--- src/rtl/fp_result_buffer.sv ---
// Result buffer behind the 3-stage FP multiplier: aligns issue tags to the product,
// queues products in a small FIFO and steps through them with a debounced-free push-button.
module fp_result_buffer #(
   parameter int DEPTH  = 8,
   parameter int ADDR_W = 3,
   parameter int LAT    = 3
) (
   input  logic              clk,
   input  logic              rst_n,
   input  logic              i_issue,
   input  logic [31:0]       i_product,
   input  logic              i_step_n,
   output logic [31:0]       o_result,
   output logic [1:0]        o_class,
   output logic [ADDR_W:0]   o_count,
   output logic              o_full,
   output logic              o_empty,
   output logic              o_overrun
);

   localparam logic [ADDR_W:0] FULL_CNT = (ADDR_W+1)'(DEPTH);

   // IEEE-754 single-precision class: 00 zero/denormal, 01 normal, 10 inf, 11 NaN
   function automatic logic [1:0] fp_class(input logic [31:0] v);
      logic [7:0]  e;
      logic [22:0] f;
      e = v[30:23];
      f = v[22:0];
      if (e == 8'h00)
         fp_class = 2'b00;
      else if (e == 8'hFF)
         fp_class = (f == '0) ? 2'b10 : 2'b11;
      else
         fp_class = 2'b01;
   endfunction

   logic [LAT-1:0]    tag_p;
   logic              tag_out;
   logic              key_s1, key_s2, key_h;
   logic              step;
   logic [31:0]       mem [DEPTH];
   logic [ADDR_W-1:0] wr_ptr, rd_ptr;
   logic [ADDR_W:0]   count;
   logic              overrun;
   logic              full, empty;
   logic              push, pop;

   // Stage p0..p(LAT-1): issue tag travels alongside the multiplier pipeline
   always_ff @(posedge clk) begin
      if (!rst_n) begin
         tag_p <= '0;
      end else begin
         tag_p[0] <= i_issue;
         for (int i = 1; i < LAT; i++)
            tag_p[i] <= tag_p[i-1];
      end
   end

   assign tag_out = tag_p[LAT-1];

   // Button synchronizer and falling-edge detect; released state is 1
   always_ff @(posedge clk) begin
      if (!rst_n) begin
         key_s1 <= 1'b1;
         key_s2 <= 1'b1;
         key_h  <= 1'b1;
      end else begin
         key_s1 <= i_step_n;
         key_s2 <= key_s1;
         key_h  <= key_s2;
      end
   end

   assign step  = key_h & ~key_s2;
   assign full  = (count == FULL_CNT);
   assign empty = (count == '0);
   assign pop   = step & ~empty;
   assign push  = tag_out & (~full | pop);

   // Storage is data only and carries no reset
   always_ff @(posedge clk) begin
      if (rst_n && push)
         mem[wr_ptr] <= i_product;
   end

   always_ff @(posedge clk) begin
      if (!rst_n) begin
         wr_ptr  <= '0;
         rd_ptr  <= '0;
         count   <= '0;
         overrun <= 1'b0;
      end else begin
         if (push)
            wr_ptr <= wr_ptr + 1'b1;
         if (pop)
            rd_ptr <= rd_ptr + 1'b1;
         case ({push, pop})
            2'b10:   count <= count + 1'b1;
            2'b01:   count <= count - 1'b1;
            default: count <= count;
         endcase
         if (tag_out && full && !pop)
            overrun <= 1'b1;
      end
   end

   assign o_result  = empty ? 32'h0 : mem[rd_ptr];
   assign o_class   = fp_class(o_result);
   assign o_count   = count;
   assign o_full    = full;
   assign o_empty   = empty;
   assign o_overrun = overrun;

endmodule

--- config.mk ---
export PLATFORM = sky130hd
export DESIGN_NAME = fp_result_buffer
export DESIGN_NICKNAME = d
export VERILOG_FILES = /design/src/rtl/fp_result_buffer.sv
export SDC_FILE = /design/constraint.sdc
export NUM_CORES = 1
export LEC_CHECK = 0
export ABC_AREA = 1
export BUFFER_PORTS_ARGS = -buffer_cell sky130_fd_sc_hd__buf_4
export CAP_MARGIN = 40
export CORE_ASPECT_RATIO = 1.75
export CORE_MARGIN = 5
export CORE_UTILIZATION = 45
export CTS_CLUSTER_DIAMETER = 120
export DETAILED_ROUTE_END_ITERATION = 10
export PLACE_DENSITY_LB_ADDON = 0.15
export SLEW_MARGIN = 20
export SYNTH_ARGS = -nofsm -noshare
export SYNTH_HDL_FRONTEND = slang
export SYNTH_SLANG_ARGS = --single-unit
--- constraint.sdc ---
create_clock -name clk -period 4.6 [get_ports clk]
set_input_delay 0.46 -clock clk [delete_from_list [all_inputs] [get_ports clk]]
set_output_delay 0.46 -clock clk [all_outputs]
set_load 0.03 [all_outputs]
# Word level (Yosys, flattened, before mapping)

Memories as Yosys holds them, arrays and structs flattened. A register that Yosys moved wholly into a read port is not among the register bits.
Cells that the tools add are included.

Memories kept: 1
Bits of input ports: 36
Output and inout port bits: 41
Register bits: 17
Word-level logic and storage cells: 41
Memory bits (writable): 256

Memories:

| name | words | bits a word | read ports | clocked after memory_dff | wr ports | RTL line | RTL |
|---|---|---|---|---|---|---|---|
| mem  | 8     | 32          | 1          | 1                        | 1        | 41       | `logic [31:0] mem [DEPTH];` |

Eq/ne operators: 4
Add/sub/neg operators: 4
Reduce and logical (&&, ||, !) cells: 8
Bitwise gates (word level): 7
Mux-type cells: 9

Operator list:

| operator            | count |
|---|---|
| $mux 32             | 1 |
| $logic_not 23->1    | 1 |
| $eq 8x8->1 const B  | 1 |
| $logic_not 8->1     | 1 |
| $pmux 4 s2          | 1 |
| $add 3x1->3 const B | 2 |
| $mux 3              | 2 |
| $add 4x1->4 const B | 1 |
| $eq 4x4->1 const B  | 1 |
| $logic_not 4->1     | 1 |
| $mux 2              | 2 |
| $sub 4x1->4 const B | 1 |
| $and 1x1->1         | 3 |
| $logic_and 1x1->1   | 3 |
| $mux 1              | 3 |
| $not 1->1           | 3 |
| $eq 2x1->1 const B  | 1 |
| $eq 2x2->1 const B  | 1 |
| $reduce_bool 2->1   | 1 |
| $logic_not 1->1     | 1 |
| $or 1x1->1          | 1 |

# Depth between registers and ports, before layout

Gate-level depths: netlist of run 1.

Word-level depth: 8
Depth in mapped cells: 13
Depth with buffers taken out: 13

# Worst setup path before layout of run 1

No wires, ideal clock.

Path type: flip-flop to flip-flop
From: reg count[0], in the netlist o_count[0]
To: mem mem[0][0] (enable)
Cell stages (with the launch flop): 9
Required time: 4139 ps
Setup slack: 554 ps
Data arrival time: 3585 ps
Buffers on the path: 0
Clock period less this slack: 4046 ps
Path through: dfxtp_1 inv_1 nand3_1 nor2_1 nand2_1 nand2_1 nor2_1 inv_1 nor3_1

Elaborated cells between the ends (all ways): 10

RTL lines:

| element                      | RTL line | RTL |
|---|---|---|
| start: declaration           | 43       | `logic [ADDR_W:0] count;` |
| start signal: assignment     | 98       | `2'b10: count <= count + 1'b1;` |
| start signal: assignment     | 99       | `2'b01: count <= count - 1'b1;` |
| start signal: assignment     | 100      | `default: count <= count;` |
| $eq 4x4->1                   | 75       | `assign full = (count == FULL_CNT);` |
| net o_full                   | 16       | `output logic o_full,` |
| $not 1->1                    | 78       | `assign push = tag_out & (~full \| pop);` |
| $or 1x1->1                   | 78       |  |
| $and 1x1->1                  | 78       |  |
| $logic_and 1x1->1            | 82       | `if (rst_n && push)` |
| $mux 1                       | 82       |  |
| $mux 1 (not written as such) | 83       | `mem[wr_ptr] <= i_product;` |
| end: declaration             | 41       |  |

The timed path passes the listed nets, and every way through them passes these cells.

==> metrics.txt, run 1 <==
status=completed; CTS Buf Count=24; core region area=25860 um2; row cnt=78; hold endpoint=tag_p[0]; Die X=132.3 um; Post-CTS Setup Inserts=0; Yosys reg bits=276; Max-Cap Viols=0; cells on worst reg2reg path=9; vias in the first global route=7660; Startpoint Class=flop; Crit Path Max Fanout=58; R2R setup slack=1.79 ns; port bufs=76; final net count=1258; first-pass GRT wire length=42840 um; hold_buf cts=0; # DRC=0; power per cell area=377.6 nW/um2; Hold Crit Class=primary input to flop; asr flop ratio synth=0%; synth unique cells=25; Synth top area share=65.24%; post-CTS resize count=0; Die Area=29650 um2; Syn Area/Cell=10.26 um2; DP HPWL=16190 um; layout cells sized above 1=11.82%; ANT cells=0; Pint=3967 uW; crit path capture type=output port; Slew HR=53.14%; Setup TNS=0 ns; Critical Path AT=3.19 ns; r2r endpoint=mem[7][6]; depth of the CTS H-tree=1; yosys warns=0; Skew-Pair Late Insertion Delay=0.52 ns; CTS tree=built; Initial DRT Pass Iterations=5; P&R area growth vs syn=14.23%; Worst VDD drop=0.2524 mV; Reg2Reg Launch Point=o_count[0]; hold slack=0.1249 ns; ys flop type=edfxtp_1; WL per Instance=17.67 um; initial antenna violation count=0; Post-synth EDFFs=256; pin count of the biggest net entering global routing=61; clock root cell=clkbuf_16; 1st-iter DRT viols=499; total track usage=18.58%; Worst-path clk slew=0.06 ns; Cells on Worst Hold Path=3; Syn Nets=1189; Clock Skews=0.005940 ns; synthesized instance count=1148; final setup vio count=0; RSZ-0062 raised after global routing=no; Max Slew Vio Count=0; Clock Power Share=38.5%; Clock Path Buffers=3; Placer Congestion=0.7693; Starting Density=45.56%; sequential fraction of the synthesis area=68.63%; Period minus WS final=3.652 ns; critical path class=flop to output port; vias per cell=4.970; vias post-DR=7729; endpoints failing hold=0; top cells by area, synth=edfxtp_1, nand2_1, nand3_1, inv_1, dfxtp_1; sequential power share=54.1%; Critical Path RT=4.14 ns; Post-synth top cells=nand2_1, edfxtp_1, inv_1; io pins=77; Net Sw Frac=21.95%; fmax=273.8 MHz; Tcrit/Tclk final=79.40%; Worst Tran Pin Value=0.7013 ns; total grt overflow=0; Hold Path Origin=i_issue; ANT nets after route=0; P_leak=0.005739 uW; synthesized cell area=11780 um2; Sw Pwr=1116 uW; top-count cell post-synth=nand2_1; power share of the combinational group=7.4%; Synth area leader=edfxtp_1; final WL=27480 um; clock sinks=276; die height=224.1 um
==> flip-flops by register name, summed over array words and instances, names as in the netlist, named ones only <==
name / cells
key_h: 1
rd_ptr: 3
wr_ptr: 3
o_count: 4
tag_p: 3
o_overrun: 1
key_s1: 1
mem: 256
key_s2: 1
==> layer usage <==
layer	wire length, um	part of all wire [%]	track usage (%)
met1	10780	39	22.03
met4	1188	4.3	8.383
met5	0	0	0
met2	14390	52	33.46
met3	1116	4.1	2.382
==> cell type report <==
class,instances,area (um2)
Timing Repair Buffer,96,765.7
Multi-Input combinational cell,665,2858
Clock buffer,30,644.4
Clock inverter,14,120.1
Inverter,154,579.3
Fill cell,2279,12400
Tap cell,320,400.4
Sequential cell,276,8093
==> how the worst max path moves through the flow <==
| stage | endpoint | from | cells after the start | slack (ns) |
|---|---|---|---|---|
| finish | o_class[0] | flop | 11 | 0.95 |
| global route | o_class[0] | flop | 13 | 0.67 |
| CTS | o_class[0] | flop | 11 | 0.83 |
| detailed placement | o_class[0] | flop | 11 | 1.40 |
| global placement | o_class[0] | flop | 11 | 1.41 |
| floorplan | mem[0][0] | o_count[0] | 8 | 0.55 |
==> cell usage in the layout, fill, tap and decap left out <==
cell type,n
nand2_1,392
edfxtp_1,256
inv_1,152
nand3_1,123
buf_4,93
nor2_1,78
clkbuf_16,25
o21ai_0,20
dfxtp_1,18
o21ai_1,14
a21oi_1,11
clkinv_1,7
clkbuf_1,5
nor2_4,4
nor3_2,4
ha_1,4
clkinv_2,3
or2_2,3
nand4_1,2
a31oi_1,2
xor2_1,2
bufinv_16,2
clkinvlp_4,2
buf_12,2
nand3_2,1
inv_2,1
nand2_2,1
o22ai_1,1
nor3_1,1
a31o_2,1
fa_1,1
dfxtp_4,1
dfxtp_2,1
clkinv_4,1
buf_16,1
==> through the flow <==
step | instances | instance area (um2) | utilization [%] | setup slack (ns) | total power (uW)
finish | 1555 | 13460 | 52.05 | 0.9478 | 5083
global route | 1555 | 13460 | 52.05 | 0.6693 | 5265
CTS | 1555 | 13460 | 52.05 | 0.8329 | 5125
detailed placement | 1511 | 12700 | 49.09 | 1.397 | 3186
global placement | 1509 | 12650 | 48.91 | 1.412 | 3184
floorplan | 1148 | 11780 | - | 0.5542 | 3018
==> cells by family (layout without fill, tap and decap cells) <==
family	count (synthesis)	after routing	share of synthesized area, %
XOR/XNOR	2	2	0.1487
adder cells (fa/ha/maj)	5	5	0.5946
flip-flops	276	276	68.63
buffers and inverters	207	294	7.581
AND/OR/NAND/NOR	609	609	20.90
AO/OA/AOI/OAI	49	49	2.145
==> worst max-delay path, cell delays in order, from the launching register on <==
cell	delay (ns)
dfxtp_4	0.35
clkinv_2	0.38
buf_12	0.37
o21ai_0	0.24
nand3_1	0.11
nand3_1	0.20
nand2_1	0.07
nor2_1	0.19
nand2_1	0.08
nor2_1	0.32
a21oi_1	0.12
buf_4	0.18
==> power groups by stage <==
stage / registers [uW] / clock network (uW) / logic [uW]
final: 2750 / 1960 / 374
after floorplan: 2810 / 0 / 207
after CTS: 2750 / 1990 / 381
after global routing: 2750 / 2100 / 413
after global placement: 2810 / 0 / 377
after detailed placement: 2810 / 0 / 380
(Power assumes the default switching activity.)
==> run 2: changes to the inputs <==
==> constraint.sdc (replaced) <==
create_clock -name clk -period 3.64 [get_ports clk]
set_input_delay 0.364 -clock clk [delete_from_list [all_inputs] [get_ports clk]]
set_output_delay 0.364 -clock clk [all_outputs]
set_load 0.03 [all_outputs]
==> run 2 against run 1 <==
Against the previous run: via count grew 1.1%; final area grew 0.40%; die area did not move; sequential power up 27%; critical path type unchanged; largest cell class unchanged.
==> metrics.txt, run 2 (synthesized netlist as in run 1, its figures left out) <==
Period minus WS final=3.204 ns; ANT nets after route=0 (unchanged); Placer Congestion=0.7581 (-1.5%); Worst VDD drop=0.3698 mV (+46%); Die Area=29650 um2 (unchanged); pin count of the biggest net entering global routing=138 (+130%); die height=224.1 um (unchanged); Starting Density=45.56% (unchanged); Skew-Pair Late Insertion Delay=0.53 ns (about the same); CTS Buf Count=25 (+4.2%); status=completed; Clock Skews=0.01342 ns (+0.007480 ns); Max Slew Vio Count=0 (unchanged); vias per cell=4.989 (+0.36%); CTS tree=built; DP HPWL=16500 um (+1.9%); initial antenna violation count=0 (unchanged); clock sinks=276 (unchanged); cells on worst reg2reg path=9 (unchanged); ANT cells=0 (unchanged); WL per Instance=17.77 um (+0.57%); Post-Layout Inst Area=13510 um2 (+0.40%); Finished Layout Cells=1566 (+0.71%); P&R area growth vs syn=14.68%; vias post-DR=7812 (+1.1%); P_leak=0.005779 uW (+0.70%); layout cells sized above 1=12.36% (+0.54 points); Top delay family on crit path=buffers and inverters; Post-CTS Setup Inserts=0 (unchanged); most common cell after layout, fill and taps aside=nand2_1; most frequent cells in the layout=nand2_1, edfxtp_1, inv_1; row cnt=78 (unchanged); final WL=27830 um (+1.3%); final setup vio count=0 (unchanged); # DRC=0 (unchanged); vias in the first global route=7539 (-1.6%); critical path class=flop to output port; first-pass GRT wire length=42430 um (-0.95%); worst path cell trace=inv_2 -> buf_4 -> nand2_1 -> nand3_1 -> nand3_1 -> nand2_1 -> nor2_1 -> nand2_1 -> nor2_1 -> a21oi_1 -> buf_4; critical path depth in cells=11 (unchanged); Tcrit/Tclk final=88.02%; total track usage=18.32% (-0.27 points); largest reg by FF count=mem; dpl cell area=12740 um2 (+0.32%); max FFs per register=256 (unchanged); Slew HR=58.13% (+5.0 points); CP Buf/Inv Count=3 (unchanged); Critical Path RT=3.28 ns (-0.86 ns); RSZ-0062 raised after global routing=no; Crit Path Max Fanout=25 (-57%); Hold Crit Class=primary input to flop; CP max stage delay=0.56 ns (+0.18 ns); Startpoint Class=flop; 1st-iter DRT viols=683 (+37%); endpoints failing hold=0 (unchanged); core region area=25860 um2 (unchanged); placed cells=1518 (+0.46%); CP max stage cell=dfxtp_2; depth of the CTS H-tree=1 (unchanged); Die X=132.3 um (unchanged); final net count=1268 (+0.79%); crit path capture type=output port; io pins=77 (unchanged); Worst Tran Pin Value=0.6281 ns (-0.07316 ns); Initial DRT Pass Iterations=5 (unchanged); fmax=312.1 MHz; Tot Pwr=6404 uW (+26%); total grt overflow=0 (unchanged); CP dominant cell by count=nand2_1; Cells on Worst Hold Path=1 (-2); Max-Cap Viols=0 (unchanged); hold_buf cts=2 (+2); power per cell area=473.9 nW/um2 (+25%); Worst-path clk slew=0.06 ns (about the same); clock root cell=clkbuf_16; Critical Path AT=2.84 ns (-0.35 ns); Clock Path Buffers=3 (unchanged); port bufs=76 (unchanged); post-CTS resize count=0 (unchanged)
run 2: changes by cell type in the layout (fill, tap and decap cells not counted), moves of 2 or more:
cell and change:
buf_4 +7, clkbuf_1 +4, clkinv_1 -3, bufinv_16 -2
clkinv_2 +2, clkinvlp_4 -2, dlygate4sd3_1 +2
run 2: per-stage QoR:
step	hold slack, ns	setup TNS, ns	setup WS [ns]	util [%]
global route	0.04064	0	0.2029	52.25
CTS	0.03294	0	0.3946	52.25
finish	0.05798	0	0.4361	52.25
global placement	0.4017	0	0.9225	49.19
floorplan	0.3905	-51.94	-0.4058	-
detailed placement	0.4082	0	0.9087	49.25
run 2: worst paths after layout:
check,startpoint,to,slack (ns)
max,flop,o_class[0],0.44
min,i_product[17],mem[3][17],0.06
max reg2reg,o_count[0],mem[1][19],0.95
min reg2reg,tag_p[1],tag_p[2],0.42
run 2: cell type report:
cell class / instances / area (um2)
sequential: 276 / 8093
tap: 320 / 400.4
multi-input combinational: 665 / 2858
clock buffer: 36 / 698.2
timing repair buffer: 105 / 825.8
inverter: 154 / 579.3
fill: 2333 / 12350
clock inverter: 10 / 60.06
run 2: layer usage:
layer	GRT usage [%]	routed length (um)	vias to the layer above	share of wire, %
met3	2.854	1244	41	4.5
met2	33.83	14860	174	53
met5	0	0	-	0
li1	-	-	3875	-
met1	21.70	11000	3722	40
met4	5.819	727	0	2.6
run 2: where the power goes:
group | internal, uW | switching, uW
combinational | 146 | 324
sequential | 3470 | 7.50
clock | 1340 | 1110
total | 4960 | 1450
run 2: worst register-to-register path: cells and delay by family (launching register included):
family,cells,cell delay (ns)
simple gates,7,1.50
buf+inv,2,0.48
flops,1,0.41
==> run 3: changes to the inputs <==
--- a/config.mk
+++ b/config.mk
@@ -7,10 +7,9 @@
 export LEC_CHECK = 0
 export ABC_AREA = 1
 export BUFFER_PORTS_ARGS = -buffer_cell sky130_fd_sc_hd__buf_4
-export CAP_MARGIN = 40
 export CORE_ASPECT_RATIO = 1.75
 export CORE_MARGIN = 5
-export CORE_UTILIZATION = 45
+export CORE_UTILIZATION = 47
 export CTS_CLUSTER_DIAMETER = 120
 export DETAILED_ROUTE_END_ITERATION = 10
 export PLACE_DENSITY_LB_ADDON = 0.15
==> run 3 against run 2 <==
Against the previous run: sequential share of layout area barely moved; hold slack got worse by 0.033 ns; total power rose by 2.2%; first-iteration DRC count fell by 22%; clock power rose by 6%; global-route usage rose by 1.2 points; clock skew fell by 0.0049 ns; die area fell by 4.0%; final area barely moved; register-to-register slack improved by 0.12 ns; non-clock buffer count fell by 3; worst setup slack got worse by 0.065 ns; critical path type unchanged.
==> metrics.txt, run 3 (synthesized netlist as in run 1, its figures left out) <==
Net Sw Frac=21.38% (-1.2 points); endpoints failing hold=0 (unchanged); Fillers=2176 (-6.7%); fmax=306.0 MHz (-2.0%); initial antenna violation count=0 (unchanged); Clock Skews=0.008520 ns (-0.004899 ns); final net count=1264 (-0.32%); cells on worst reg2reg path=9 (unchanged); status=completed; critical path depth in cells=12 (+1); post-CTS resize count=0 (unchanged); 1st-iter DRT viols=530 (-22%); first-pass GRT wire length=41900 um (-1.3%); CTS Buf Count=24 (-4.0%); WL per Instance=17.46 um (-1.7%); hold_buf cts=0 (-2); # DRC=0 (unchanged); io pins=77 (unchanged); Hold Path Origin=i_issue; crit path capture type=output port; Placer Congestion=0.7487 (-1.2%); sequential power share=53.1% (-1.2 points); Sw Pwr=1399 uW (-3.2%); most common cell after layout, fill and taps aside=nand2_1; Layout Utilization=54.68% (+2.4 points); total track usage=19.51% (+1.2 points); die height=219.5 um (-2.1%); Top delay family on crit path=buffers and inverters; Period minus WS final=3.268 ns (+0.06455 ns); worst path cell trace=buf_4 -> buf_4 -> nor2_1 -> nand2_1 -> nand3_1 -> nand2_1 -> nor2_1 -> nor2_1 -> nand2_1 -> nor2_1 -> a21oi_1 -> buf_4; placed cells=1509 (-0.59%); Startpoint Class=flop; FF/Latch Area=8093 um2 (unchanged); Die X=129.7 um (-2.0%); Die Area=28460 um2 (-4.0%); P_leak=0.005792 uW (+0.23%); vias post-DR=7790 (-0.28%); r2r endpoint=mem[5][29]; final WL=27120 um (-2.6%); CP max stage cell=buf_4; Critical Path RT=3.28 ns (about the same); P&R area growth vs syn=14.73% (about the same); Finished Layout Cells=1553 (-0.83%); Max-Cap Viols=0 (unchanged); CTS tree=built; depth of the CTS H-tree=1 (unchanged); largest reg by FF count=mem; vias per cell=5.016 (+0.55%); pin count of the biggest net entering global routing=78 (-43%); critical path class=flop to output port; CP max stage delay=0.53 ns (-0.03 ns); power share of the combinational group=7.2% (about the same); Initial DRT Pass Iterations=5 (unchanged); vias in the first global route=7597 (+0.77%); RSZ-0062 raised after global routing=no; Reg2Reg Launch Point=o_count[0]; Skew-Pair Late Insertion Delay=0.52 ns (about the same); Worst-path clk slew=0.06 ns (about the same); Tot Pwr=6544 uW (+2.2%); CP dominant cell by count=nor2_1; area occupied by multi-input gates=2858 um2 (unchanged); Post-CTS Setup Inserts=0 (unchanged); Clock Power Share=39.7% (+1.3 points); clock sinks=276 (unchanged); R2R setup slack=1.07 ns (+0.12 ns); ANT nets after route=0 (unchanged); clock root cell=clkbuf_16; Slew HR=44.04% (-14 points); Crit Path Max Fanout=51 (+100%); power per cell area=484.0 nW/um2 (+2.1%); CP Buf/Inv Count=3 (unchanged); ANT cells=0 (unchanged); Pint=5145 uW (+3.8%); Clock Path Buffers=3 (unchanged); setup ws final=0.3716 ns (-0.06455 ns); Starting Density=47.66% (+2.1 points); final setup vio count=0 (unchanged); port bufs=76 (unchanged); most frequent cells in the layout=nand2_1, edfxtp_1, inv_1; total grt overflow=0 (unchanged); Max Slew Vio Count=0 (unchanged); Tcrit/Tclk final=89.79% (+1.8 points); DP HPWL=15970 um (-3.3%); layout cells sized above 1=12.33% (-0.031 points); Critical Path AT=2.90 ns (+0.06 ns); pre-CTS setup slack=0.8976 ns (-0.01110 ns); Hold Crit Class=primary input to flop; Setup TNS=0 ns (unchanged); Cells on Worst Hold Path=3 (+2); hold endpoint=tag_p[0]; row cnt=76 (-2.6%); core region area=24720 um2 (-4.4%); Worst VDD drop=0.4174 mV (+13%); Worst Tran Pin Value=0.8394 ns (+0.2113 ns); max FFs per register=256 (unchanged)
==> run 3: cell types whose count changed in the layout (fill, tap and decap cells not counted) <==
cell,previous run,this run
bufinv_16,0,3
clkbuf_1,9,6
clkbuf_8,1,3
clkinv_2,5,3
dlygate4sd3_1,2,0
buf_8,1,0
clkbuf_16,26,25
clkinv_1,4,5
clkinv_8,1,0
inv_6,1,0
==> run 3: worst max path at each step <==
stage / from / endpoint / slack, ns
after floorplan: o_count[0] / mem[0][0] / -0.41
after global placement: flop / o_class[0] / 0.92
after detailed placement: flop / o_class[0] / 0.90
after CTS: flop / o_class[0] / 0.31
after global routing: flop / o_class[0] / 0.11
final: flop / o_class[0] / 0.37
==> run 3: tightest hold or removal path, cell delays in order <==
cell and delay (ns):
buf_4 0.07, nand2_1 0.04, inv_1 0.04
==> run 3: per-layer routing <==
metal  global-route usage, %  vias to the layer above  part of all wire (%)  wire length [um]
met3                   2.692                       31                   5.1              1396
met4                   6.033                        0                   2.1               577
li1                        -                     3869                     -                 -
met2                   35.69                      195                    54             14590
met1                   23.57                     3695                    39             10550
met5                       0                        -                     0                 0
==> run 3: stage by stage <==
stage | instance area [um2] | hold slack, ns
final | 13520 | 0.02519
after global placement | 12710 | 0.3996
after detailed placement | 12710 | 0.4056
after floorplan | 11780 | 0.3905
after CTS | 13520 | 0.004599
after global routing | 13520 | 0.02917
==> run 3: cell type report <==
| cell class | instances | area share, % |
|---|---|---|
| Clock inverter | 10 | 0.8792 |
| Inverter | 154 | 4.285 |
| Tap cell | 312 | 2.888 |
| Timing Repair Buffer | 102 | 5.849 |
| Multi-Input combinational cell | 665 | 21.14 |
| Sequential cell | 276 | 59.86 |
| Clock buffer | 34 | 5.099 |
==> run 3: power by group through the flow <==
stage | clock network (uW) | registers (uW) | logic [uW]
after CTS | 2650 | 3480 | 476
after floorplan | 0 | 3550 | 262
after global placement | 0 | 3550 | 471
after global routing | 2770 | 3480 | 512
after detailed placement | 0 | 3550 | 474
final | 2600 | 3480 | 469
